`src/rtl/core_sequencer.sv`:
```
// Multi-cycle fetch/decode/exec/mem/wb control FSM for the single-issue core.
// Optional counters: define PERF_CNT_EN to build cycle_cnt / instret_cnt.
module core_sequencer #(
  parameter int CNT_W = 32
) (
  input  logic             clk,
  input  logic             rst_n,
  input  logic             is_load,
  input  logic             is_store,
  input  logic             is_halt,
  input  logic             reg_we,
  output logic             imem_req,
  input  logic             imem_ack,
  output logic             ir_we,
  output logic             dmem_req,
  output logic             dmem_we,
  input  logic             dmem_ack,
  output logic             rf_we,
  output logic             pc_we,
  output logic             retire,
  output logic             halted,
  output logic [2:0]       state,
  output logic [CNT_W-1:0] cycle_cnt,
  output logic [CNT_W-1:0] instret_cnt
);

  typedef enum logic [2:0] {
    S_IDLE   = 3'd0,
    S_FETCH  = 3'd1,
    S_DECODE = 3'd2,
    S_EXEC   = 3'd3,
    S_MEM    = 3'd4,
    S_WB     = 3'd5,
    S_HALT   = 3'd6
  } state_t;

  state_t r_state;
  state_t w_next;
  logic   w_store;

  // load wins when both flags are set
  assign w_store = is_store & ~is_load;
  assign state   = r_state;

  always_ff @(posedge clk) begin
    if (!rst_n) begin
      r_state <= S_IDLE;
    end else begin
      r_state <= w_next;
    end
  end

  always_comb begin
    w_next   = r_state;
    imem_req = 1'b0;
    ir_we    = 1'b0;
    dmem_req = 1'b0;
    dmem_we  = 1'b0;
    rf_we    = 1'b0;
    pc_we    = 1'b0;
    retire   = 1'b0;
    halted   = 1'b0;
    case (r_state)
      S_IDLE: begin
        w_next = S_FETCH;
      end
      S_FETCH: begin
        imem_req = 1'b1;
        if (imem_ack) begin
          ir_we  = 1'b1;
          w_next = S_DECODE;
        end
      end
      S_DECODE: begin
        w_next = is_halt ? S_HALT : S_EXEC;
      end
      S_EXEC: begin
        w_next = (is_load | is_store) ? S_MEM : S_WB;
      end
      S_MEM: begin
        dmem_req = 1'b1;
        dmem_we  = w_store;
        if (dmem_ack) begin
          if (is_load) begin
            w_next = S_WB;
          end else begin
            pc_we  = 1'b1;
            retire = 1'b1;
            w_next = S_FETCH;
          end
        end
      end
      S_WB: begin
        rf_we  = reg_we & ~w_store;
        pc_we  = 1'b1;
        retire = 1'b1;
        w_next = S_FETCH;
      end
      S_HALT: begin
        halted = 1'b1;
        w_next = S_HALT;
      end
      default: begin
        w_next = S_IDLE;
      end
    endcase
  end

`ifdef PERF_CNT_EN
  localparam logic [CNT_W-1:0] ONE = 1;

  logic [CNT_W-1:0] r_cyc;
  logic [CNT_W-1:0] r_ret;

  always_ff @(posedge clk) begin
    if (!rst_n) begin
      r_cyc <= '0;
      r_ret <= '0;
    end else begin
      if (r_state != S_IDLE && r_state != S_HALT) begin
        r_cyc <= r_cyc + ONE;
      end
      if (retire) begin
        r_ret <= r_ret + ONE;
      end
    end
  end

  assign cycle_cnt   = r_cyc;
  assign instret_cnt = r_ret;
`else
  assign cycle_cnt   = '0;
  assign instret_cnt = '0;
`endif

endmodule
```
`config.mk`:
```
export PLATFORM = sky130hd
export DESIGN_NAME = core_sequencer
export DESIGN_NICKNAME = d
export VERILOG_FILES = /design/src/rtl/core_sequencer.sv
export SDC_FILE = /design/constraint.sdc
export NUM_CORES = 1
export LEC_CHECK = 0
export ABC_AREA = 1
export CORE_ASPECT_RATIO = 0.5
export CORE_MARGIN = 3
export CORE_UTILIZATION = 26
export DETAILED_ROUTE_END_ITERATION = 10
export PLACE_DENSITY_LB_ADDON = 0.1
export SLEW_MARGIN = 20
export SYNTH_ARGS = -nofsm -noshare
export SYNTH_HDL_FRONTEND = slang
export SYNTH_SLANG_ARGS = --single-unit
```
`constraint.sdc`:
```
create_clock -name clk -period 1 [get_ports clk]
set_input_delay 0.15 -clock clk [delete_from_list [all_inputs] [get_ports clk]]
set_output_delay 0.15 -clock clk [all_outputs]
set_load 0.05 [all_outputs]
```
==> results.yml <==
run_status:
  outcome: "finished with violations"
  failed_checks: "setup timing"
floorplan:
  start_util: 0.286
  core.rowCount: 13
  io_pins: 83
  die_w_um: 83.3
  core_sq_um: 2720
  dieArea_sq_um: 3720
  fp.dieH_um: 44.7
sta:
  finalSetupViolCount: 14
  setup_slack_ns: -0.300
  skew_ns: 0.00210
  finalHoldViolations: 0
  slew_violations: 0
  fin_crit_sh: 1.30
  finalCriticalPeriod_ns: 1.30
  rsz0062_at_grt: "true"
  max_freq_mhz: 769
  setup_tns_ns: -2.54
drt:
  dr.pass1.iters: 4
  wirelength_um: 1440
  met2_length_um: 662
  routed.top_layer: "met4"
  drc_errors: 0
  postRouteAntennaNets: 0
  via_per_inst: 3.10
  wl_met3_um: 239
  met1_length_um: 525
  vias: 574
  drtIter0Drc: 23
  detail_route.wl_per_cell_um: 7.79
grt:
  grt_pass1_wl_um: 2010
  grt_overflow: 0
  grt_pass1_vias: 440
  grt_start_max_net_pins: 8
  track_usage: 0.0680
  antenna_found_initial: 0
cts:
  numCtsBuffers: 3
  cts_tree: "yes"
  h-tree-depth: 1
  clock-sinks: 3
  hold_buffers: 0
  clkTransAtPathRegs_ns: 0.03
  root_buffer: "clkbuf_8"
  clock_path_buffers: 2
  clock_latency_ns: 0.22
cells_and_area:
  final_nets: 157
  finalNonFillerCells: 185
  drive_gt1_frac: 0.338
  largest_reg_flops: 3
  layout-area-overhead-vs-synth_pct: 41.9
  diodes: 0
pwr:
  peakVddDrop_uv: 407
  power_density_nw_per_um2: 1740
  leakagePower_nw: 0.591
run:
  drv_cap: 0
placed_design:
  place_inst: 177
  dp_hpwl_um: 1270
  dpl_worst_slack_ns: -0.393
  io_buffers: 18
  place_congestion: 0.710
yosys:
  syn_avg_cell_area_sq_um: 6.82
  syn_area_sq_um: 777
  ys_warn_count: 0
  synthCells: 114
  ys_types: 18
  ys_seq_area_frac: 0.0773
  ys_ff_latch: 3
critical_path:
  cp.arrival_ns: 1.15
  cp_num_buf_inv: 2
  reg2reg_depth: 7
  regToRegStartpoint: "state[2]"
  cp_top_family: "flip-flops"
  path_cells: "inv_4, nand2_4, o31ai_4, buf_12"
  cp-start-kind: "register"
  timing.rr.end: "state[1]"
  end_kind: "output pin"
  worstPathRequired_ns: 0.85
  criticalPathCategory: "register to output pin"
  critPathMaxFanout: 3
  cp_slowest_cell: "dfxtp_4"
  slowest_delay_ns: 0.34
  r2r_slack_ns: -0.18
min_path:
  holdCritStartpoint: "rst_n"
  hp-class: "input pin to register"
  holdPathStages: 3
  worstHoldEndpoint: "state[2]"
[logic make-up (layout without fill, tap and decap cells)]
group                  after synthesis  after routing  share of synthesized area
AND/OR/NAND/NOR                     29             29                      0.187
other                                1             64                    0.00483
buffers and inverters               77             48                      0.696
flip-flops                           3              3                     0.0773
AO/OA/AOI/OAI                        4              4                     0.0354
[how the worst max path moves through the flow]
stage,to,cells after the start,start
CTS,halted,3,state[0]
finish,retire,4,state[1]
global placement,dmem_we,6,is_load
floorplan,retire,4,state[1]
global route,pc_we,4,state[1]
detailed placement,dmem_we,6,is_load
[through the flow]
step | total power, mW | utilization | hold slack [ns] | area, sq um
final | 1.91 | 0.406 | 0.505 | 1100
after global routing | 2.00 | 0.406 | 0.540 | 1100
after global placement | 1.49 | 0.370 | 0.702 | 1010
after CTS | 1.89 | 0.393 | 0.505 | 1070
after floorplan | 1.33 | - | 0.294 | 1090
after detailed placement | 1.49 | 0.370 | 0.702 | 1010
[placed cells by master, fill, tap and decap left out]
| cell type | count |
|---|---|
| clkbuf_8 | 3 |
| nor3_4 | 2 |
| clkdlybuf4s50_1 | 4 |
| dlygate4sd2_1 | 3 |
| nand2_1 | 7 |
| nor2_4 | 4 |
| a21oi_2 | 1 |
| inv_2 | 2 |
| conb_1 | 64 |
| buf_12 | 11 |
| inv_1 | 7 |
| nand2_4 | 2 |
| inv_4 | 2 |
| buf_4 | 12 |
| nand3_1 | 4 |
| buf_6 | 3 |
| o211ai_1 | 1 |
| nor2_2 | 1 |
| o31ai_4 | 1 |
| nor2_1 | 6 |
| nand3_2 | 1 |
| dfxtp_4 | 3 |
| a21boi_1 | 1 |
| nand2_2 | 2 |
| clkbuf_1 | 1 |
[worst register-to-register path, stage by stage, from the launching register on]
cell,delay [ns]
dfxtp_4,0.38
inv_4,0.07
nand2_4,0.10
nor2_4,0.05
buf_4,0.13
buf_4,0.12
o211ai_1,0.15
nor2_1,0.06
[synthesized netlist by cell type]
cell type  number  share of area
o211ai_1        1         0.0097
nand2_4         1          0.014
inv_1           9          0.043
dfxtp_1         3          0.077
nand2_2         3          0.024
nand3_1         5          0.032
nor2_2          2          0.016
inv_2           2         0.0097
conb_1          1         0.0048
nor3_1          2          0.013
nor2_1          8          0.039
nand2_1         7          0.034
o31ai_1         1         0.0097
a21boi_1        1         0.0097
buf_4          65           0.63
buf_6           1          0.014
a21oi_1         1         0.0064
nor2_4          1          0.014
[area by class of cell]
class,count,area (sq um)
clock buffer,4,45.0
fill,280,1610
inverter,11,46.3
multi-input combinational,97,483
sequential,3,71.3
tap,37,46.3
timing repair buffer,33,410
[timing repair]
action | CTS | global route
pin swaps | 2 | 1
resized for setup | 6 | 5
buffers inserted | 2 | 2
setup endpoints to repair | 14 | 14
cloned | 0 | 0
[report_power, final]
group	switching [mW]	internal, mW	total (mW)
registers	0.0455	0.151	0.197
clock network	0.0896	0.273	0.362
logic	0.953	0.401	1.35
total	1.09	0.825	1.91
[layer usage]
layer | GRT usage | vias up
li1 | - | 284
met1 | 0.0783 | 238
met2 | 0.118 | 50
met3 | 0.0186 | 2
met4 | 0.0391 | 0
met5 | 0 | -
(Power assumes the default switching activity.)
